$ cat src/rtl/switch_pkg.sv
// Shared switch definitions: lane-index sizing, scheduler state encoding and
// round-robin lane selection reused by the output scheduler and the crossbar.
package switch_pkg;

  localparam int LANE_MAX = 32;

  typedef enum logic {
    SCHED_IDLE = 1'b0,
    SCHED_XFER = 1'b1
  } sched_state_t;

  function automatic int lane_idx_w(input int radix);
    return (radix > 1) ? $clog2(radix) : 1;
  endfunction

  // First requesting lane at or after ptr, wrapping at radix; 0 when nothing requests.
  function automatic int rr_select(input logic [LANE_MAX-1:0] req, input int ptr, input int radix);
    int   pick;
    logic found;
    logic [4:0] idx;
    pick  = 0;
    found = 1'b0;
    for (int i = 0; i < LANE_MAX; i++) begin
      if (i < radix) begin
        idx = 5'((ptr + i) % radix);
        if (!found && req[idx]) begin
          pick  = int'(idx);
          found = 1'b1;
        end
      end
    end
    return pick;
  endfunction

endpackage

$ cat src/rtl/switch_axis_skid.sv
// Two-entry AXI-Stream skid buffer: registered in_ready, one-cycle latency,
// full throughput.
module switch_axis_skid #(
  parameter int WIDTH = 8
) (
  input  logic             clk,
  input  logic             rst_n,
  input  logic [WIDTH-1:0] in_data,
  input  logic             in_valid,
  output logic             in_ready,
  output logic [WIDTH-1:0] out_data,
  output logic             out_valid,
  input  logic             out_ready
);

  logic             ready_q, ready_d;
  logic             out_valid_d;
  logic             temp_valid_q, temp_valid_d;
  logic [WIDTH-1:0] temp_data_q;
  logic             load_out, load_temp, temp_to_out;

  // Ready for next cycle is computed early so the upstream never sees out_ready directly.
  always_comb begin
    out_valid_d  = out_valid;
    temp_valid_d = temp_valid_q;
    load_out     = 1'b0;
    load_temp    = 1'b0;
    temp_to_out  = 1'b0;
    ready_d      = out_ready || (!temp_valid_q && (!out_valid || !in_valid));
    if (ready_q) begin
      if (out_ready || !out_valid) begin
        out_valid_d = in_valid;
        load_out    = 1'b1;
      end else begin
        temp_valid_d = in_valid;
        load_temp    = 1'b1;
      end
    end else if (out_ready) begin
      out_valid_d  = temp_valid_q;
      temp_valid_d = 1'b0;
      temp_to_out  = 1'b1;
    end
  end

  always_ff @(posedge clk or negedge rst_n) begin
    if (!rst_n) begin
      ready_q      <= 1'b0;
      out_valid    <= 1'b0;
      temp_valid_q <= 1'b0;
      out_data     <= '0;
      temp_data_q  <= '0;
    end else begin
      ready_q      <= ready_d;
      out_valid    <= out_valid_d;
      temp_valid_q <= temp_valid_d;
      if (load_out)
        out_data <= in_data;
      else if (temp_to_out)
        out_data <= temp_data_q;
      if (load_temp)
        temp_data_q <= in_data;
    end
  end

  assign in_ready = ready_q;

endmodule

$ cat src/rtl/switch_voq_out_sched.sv
// Output-port scheduler: round-robin packet arbitration across VOQ heads,
// locking a lane until its tlast beat and forwarding through a skid buffer.
module switch_voq_out_sched
  import switch_pkg::*;
#(
  parameter int AXIS_DATA_WIDTH  = 64,
  parameter int AXIS_KEEP_WIDTH  = AXIS_DATA_WIDTH / 8,
  parameter bit AXIS_ID_ENABLE   = 1'b1,
  parameter bit AXIS_DEST_ENABLE = 1'b1,
  parameter bit AXIS_USER_ENABLE = 1'b1,
  parameter int AXIS_ID_WIDTH    = 8,
  parameter int AXIS_USER_WIDTH  = 17,
  parameter int RADIX            = 4,
  parameter int AXIS_DEST_WIDTH  = RADIX
) (
  input  logic                                clk,
  input  logic                                rst_n,
  input  logic [RADIX*AXIS_DATA_WIDTH-1:0]    s_axis_tdata,
  input  logic [RADIX*AXIS_KEEP_WIDTH-1:0]    s_axis_tkeep,
  input  logic [RADIX-1:0]                    s_axis_tvalid,
  output logic [RADIX-1:0]                    s_axis_tready,
  input  logic [RADIX-1:0]                    s_axis_tlast,
  input  logic [RADIX*AXIS_ID_WIDTH-1:0]      s_axis_tid,
  input  logic [RADIX*AXIS_DEST_WIDTH-1:0]    s_axis_tdest,
  input  logic [RADIX*AXIS_USER_WIDTH-1:0]    s_axis_tuser,
  output logic [AXIS_DATA_WIDTH-1:0]          m_axis_tdata,
  output logic [AXIS_KEEP_WIDTH-1:0]          m_axis_tkeep,
  output logic                                m_axis_tvalid,
  input  logic                                m_axis_tready,
  output logic                                m_axis_tlast,
  output logic [AXIS_ID_WIDTH-1:0]            m_axis_tid,
  output logic [AXIS_DEST_WIDTH-1:0]          m_axis_tdest,
  output logic [AXIS_USER_WIDTH-1:0]          m_axis_tuser,
  output logic                                grant_valid,
  output logic [lane_idx_w(RADIX)-1:0]        grant_index,
  output logic [31:0]                         stat_pkt_count
);

  localparam int IW     = lane_idx_w(RADIX);
  localparam int BEAT_W = AXIS_DATA_WIDTH + AXIS_KEEP_WIDTH + 1 + AXIS_ID_WIDTH
                        + AXIS_DEST_WIDTH + AXIS_USER_WIDTH;

  sched_state_t state, state_next;
  logic [IW-1:0] grant, grant_next, rr_ptr, rr_ptr_next;
  logic [31:0] pkt_count;
  logic [LANE_MAX-1:0] req_vec;
  logic skid_ready, lane_valid, lane_last, accept_last;
  logic [AXIS_DATA_WIDTH-1:0] lane_data;
  logic [AXIS_KEEP_WIDTH-1:0] lane_keep;
  logic [AXIS_ID_WIDTH-1:0]   lane_id;
  logic [AXIS_DEST_WIDTH-1:0] lane_dest;
  logic [AXIS_USER_WIDTH-1:0] lane_user;
  logic [BEAT_W-1:0] in_beat, out_beat;

  assign req_vec = LANE_MAX'(s_axis_tvalid);

  // Only the locked lane reaches the skid buffer; disabled sideband fields are zeroed here.
  always_comb begin
    lane_data  = s_axis_tdata[grant*AXIS_DATA_WIDTH +: AXIS_DATA_WIDTH];
    lane_keep  = s_axis_tkeep[grant*AXIS_KEEP_WIDTH +: AXIS_KEEP_WIDTH];
    lane_id    = AXIS_ID_ENABLE   ? s_axis_tid[grant*AXIS_ID_WIDTH +: AXIS_ID_WIDTH]         : '0;
    lane_dest  = AXIS_DEST_ENABLE ? s_axis_tdest[grant*AXIS_DEST_WIDTH +: AXIS_DEST_WIDTH]   : '0;
    lane_user  = AXIS_USER_ENABLE ? s_axis_tuser[grant*AXIS_USER_WIDTH +: AXIS_USER_WIDTH]   : '0;
    lane_last  = s_axis_tlast[grant];
    lane_valid = (state == SCHED_XFER) && s_axis_tvalid[grant];
  end

  assign accept_last = lane_valid && skid_ready && lane_last;
  assign in_beat     = {lane_data, lane_keep, lane_last, lane_id, lane_dest, lane_user};

  always_comb begin
    state_next  = state;
    grant_next  = grant;
    rr_ptr_next = rr_ptr;
    case (state)
      SCHED_IDLE: begin
        if (|s_axis_tvalid) begin
          grant_next = IW'(rr_select(req_vec, int'(rr_ptr), RADIX));
          state_next = SCHED_XFER;
        end
      end
      SCHED_XFER: begin
        if (accept_last) begin
          rr_ptr_next = (int'(grant) == RADIX - 1) ? '0 : grant + 1'b1;
          state_next  = SCHED_IDLE;
        end
      end
      default: state_next = SCHED_IDLE;
    endcase
  end

  always_ff @(posedge clk or negedge rst_n) begin
    if (!rst_n) begin
      state     <= SCHED_IDLE;
      grant     <= '0;
      rr_ptr    <= '0;
      pkt_count <= '0;
    end else begin
      state  <= state_next;
      grant  <= grant_next;
      rr_ptr <= rr_ptr_next;
      if (accept_last)
        pkt_count <= pkt_count + 32'd1;
    end
  end

  // tready depends only on registered state and the skid buffer's registered ready.
  always_comb begin
    s_axis_tready = '0;
    if (state == SCHED_XFER && skid_ready)
      s_axis_tready[grant] = 1'b1;
  end

  switch_axis_skid #(
    .WIDTH(BEAT_W)
  ) u_skid (
    .clk       (clk),
    .rst_n     (rst_n),
    .in_data   (in_beat),
    .in_valid  (lane_valid),
    .in_ready  (skid_ready),
    .out_data  (out_beat),
    .out_valid (m_axis_tvalid),
    .out_ready (m_axis_tready)
  );

  assign {m_axis_tdata, m_axis_tkeep, m_axis_tlast, m_axis_tid, m_axis_tdest, m_axis_tuser} = out_beat;
  assign grant_valid    = (state == SCHED_XFER);
  assign grant_index    = grant;
  assign stat_pkt_count = pkt_count;

endmodule

$ cat config.mk
export PLATFORM = sky130hd
export DESIGN_NAME = switch_voq_out_sched
export DESIGN_NICKNAME = d
export VERILOG_FILES = /design/src/rtl/switch_pkg.sv /design/src/rtl/switch_axis_skid.sv /design/src/rtl/switch_voq_out_sched.sv
export SDC_FILE = /design/constraint.sdc
export NUM_CORES = 1
export LEC_CHECK = 0
export ABC_AREA = 1
export ABC_CLOCK_PERIOD_IN_PS = 1700
export BUFFER_PORTS_ARGS = -buffer_cell sky130_fd_sc_hd__buf_2
export CORE_AREA = 2 2 217 219
export CTS_CLUSTER_DIAMETER = 200
export DETAILED_ROUTE_END_ITERATION = 8
export DIE_AREA = 0 0 219 221
export GPL_ROUTABILITY_DRIVEN = 1
export HOLD_SLACK_MARGIN = 0.12
export PLACE_DENSITY = 0.62
export SYNTH_ARGS = -nofsm -noshare
export SYNTH_HDL_FRONTEND = slang
export SYNTH_HIERARCHICAL = 1
export SYNTH_SLANG_ARGS = --single-unit
$ cat constraint.sdc
create_clock -name clk -period 1.7 [get_ports clk]
set_input_delay 0.085 -clock clk [delete_from_list [all_inputs] [get_ports clk]]
set_output_delay 0.085 -clock clk [all_outputs]
set_load 0.02 [all_outputs]
==> run metrics <==
ys flop type=dfrtp_1; PwrDens=1781 nW/um2; max-cap viol count=0; DR DRC count=0; initial antenna violation count=20; Starting DRT DRC Count=2,412; Post-synth ARST share=100.0%; VDD IR max=0.001131 V; leak pwr=11.98 nW; Die X=219 um; Buffers & Inverters on Critical Path=5; FMAX=526.1 MHz; first-pass GRT wire length=114,000 um; crit-path leading delay family=buffers and inverters; Clock Latency Late Sink=0.57 ns; RePlAce Congestion=0.9670; via density per instance=5.399; I/O pin total=557; num rows=79; CP Max Fanout=8; pin count of the biggest net entering global routing=63; critical path arrival=2.33 ns; Post-Place Worst Slack=-0.1961 ns; Initial Utilization=30.27%; core footprint=46,060 um2; TritonCTS clock tree=built; Die Span Y=221 um; NumNets Final=3,377; worst endpoint required time=2.13 ns; most common cell in the netlist=nand2_1; WL per Instance=23.04 um; layout cells sized above 1=30.39%; Synth Register Bits=244; Rel. slew slack=44.77%; ANT nets after route=0; Cells after Synth=1,987; Area growth syn-to-layout=74.81%; root buf cell=clkbuf_16; Critical Path Source Type=register; GRT Total Usage=31.05%; Worst path slowest cell=dfrtp_4; total power=43.41 mW; worst hold path type=in -> reg; Setup crit end kind=register; Port-buffer cells=556; Largest stage delay, worst path=0.48 ns; Final Slew Violations=0; crit path time final=1.901 ns; CP Class=reg -> reg; RSZ-0062 raised after global routing=true; Distinct cells, synth=35; clock sinks=244; sequential-to-total area share from yosys stat=43.79%; clock slew seen by the registers of the worst setup and hold paths=0.06 ns; CTS Buf Count=29; DIE AREA=48,400 um2; count of final setup violators=88; vias=19,432; Synth top cells by count=nand2_1 (692), nor2_1 (253), dfrtp_1 (244); Synth area leaders=dfrtp_1 (44%), nand2_1 (19%), nand3_1 (8.0%); syn nets=2,407; top-area cell type share of the netlist area=43.79%; Synthesis Warnings=6; failing checks=negative setup slack; status=finished, violations left; Initial DRT Pass Iterations=9; Post-Syn Area per Cell=7.018 um2; measured slew at the worst slew-check pin=0.8284 ns; clk_skew=0.01890 ns; Final Hold Fails=0; crit share post-route=111.8%; clock buffer depth=3; vias in the first global route=18,393; synthesized area=13,940 um2; PnR worst setup slack=-0.2007 ns; fillers=4,056; Synth area leader=dfrtp_1; number of flops mapped to enable cells by yosys=0; Total Wirelength=82,910 um; H-tree levels=1; GRT Residual Overflow=0; crit path cell chain=inv_8 -> buf_8 -> buf_12 -> buf_8 -> buf_16 -> o21ai_0 -> o22ai_2 -> nand3_1 -> nand3_1; HPWL after DPL=49,590 um
[flip-flops by register name (all words and copies together), names as in the netlist]
name / count
u_skid/out_data: 102
rr_ptr: 2
u_skid/temp_data_q: 102
grant_valid: 1
stat_pkt_count: 32
u_skid/in_ready: 1
u_skid/out_valid: 1
u_skid/temp_valid_q: 1
grant_index: 2
[worst reg2reg max path, cell delays in order (launching register included)]
cell and delay [ns]:
dfrtp_4 0.48, inv_8 0.06, buf_8 0.13, buf_12 0.13
buf_8 0.14, buf_16 0.15, o21ai_0 0.33, o22ai_2 0.14
nand3_1 0.11, nand3_1 0.10
[layout make-up]
class	count	area (um2)	share of cell area (%)
diodes	17	42.54	0.1745
clock inverters	9	101.3	0.4157
well taps	607	759.5	3.116
clock buffers	40	797.0	3.270
multi-input cells	1552	7681	31.51
flip-flops and latches	244	6118	25.10
repair buffers	1078	8635	35.42
inverters	51	231.5	0.9495
repair inverters	1	11.26	0.04619
[logic make-up (layout without fill, tap and decap cells)]
kind of cell,count (synthesis),after routing,synth area share (%)
compound gates,325,325,12.67
xor+xnor,15,15,0.9422
fa+ha+maj,5,5,0.4486
buf+inv,191,1179,6.344
flops,244,244,43.79
other cells,0,17,0
simple gates,1207,1207,35.81
[report_power, final]
group	total, mW	internal (mW)	switching [mW]
sequential	10.2	8.50	1.71
clock	6.13	3.54	2.59
combinational	27.1	10.4	16.6
total	43.4	22.5	20.9
[metal layers]
metal,track usage [%],vias up,wire (um)
met3,11.33,482,10290
met2,45.97,1427,34830
met1,37.68,9010,30660
met4,20.42,10,7073
li1,-,8503,-
met5,0.5051,-,58
[cells in the final DEF, fill, tap and decap left out, types with 4 or more instances in the layout]
master / count
buf_6: 21
o21ai_2: 26
nor3_1: 6
inv_2: 10
nand4_1: 4
nand2_2: 6
xor2_1: 12
o21ai_0: 121
dfrtp_1: 240
nand3_1: 220
o21ai_4: 4
o22ai_1: 41
buf_16: 7
nand2_4: 4
nor2_2: 20
diode_2: 17
buf_2: 550
inv_1: 35
o21ai_1: 66
buf_4: 58
buf_8: 10
buf_12: 37
nand2_1: 685
nor2_1: 231
nand3b_1: 7
clkinv_2: 5
clkbuf_16: 36
nor2_4: 14
dlygate4sd3_1: 385
nand3_2: 6
o22ai_2: 58
clkbuf_1: 8
ha_4: 4
[repair_timing]
action	4_1_cts	5_1_grt
pin swaps	9	57
gates cloned	7	12
hold endpoints to repair	445	2
buffers inserted	13	17
resized for setup	87	219
hold buffers	383	2
setup endpoints to repair	43	194
[through the flow]
step                setup TNS [ns]  hold slack [ns]  instances  cell area (um2)  util, %
global route                -12.62           0.1591       3595            24370    52.90
detailed placement          -1.326          0.04172       3099            17870    38.80
finish                      -4.506           0.1335       3599            24380    52.92
floorplan                        0          -0.2106       1987            13940        -
CTS                         -2.036           0.1208       3551            23260    50.50
global placement           -0.9539          0.03739       3099            17870    38.80
[worst paths after layout]
path	slack, ns	cells past startpoint	to	startpoint
max	-0.20	9	u_skid/out_data[14]	grant_index[0]
min	0.13	6	u_skid/temp_data_q[85]	s_axis_tdata[111]
max reg2reg	-0.20	9	u_skid/out_data[14]	grant_index[0]
min reg2reg	0.47	2	u_skid/temp_data_q[76]	u_skid/temp_data_q[76]
max in group asynchronous	0.35	4	u_skid/temp_data_q[46]	rst_n
min in group asynchronous	0.59	3	stat_pkt_count[30]	rst_n
(Power assumes the default switching activity.)
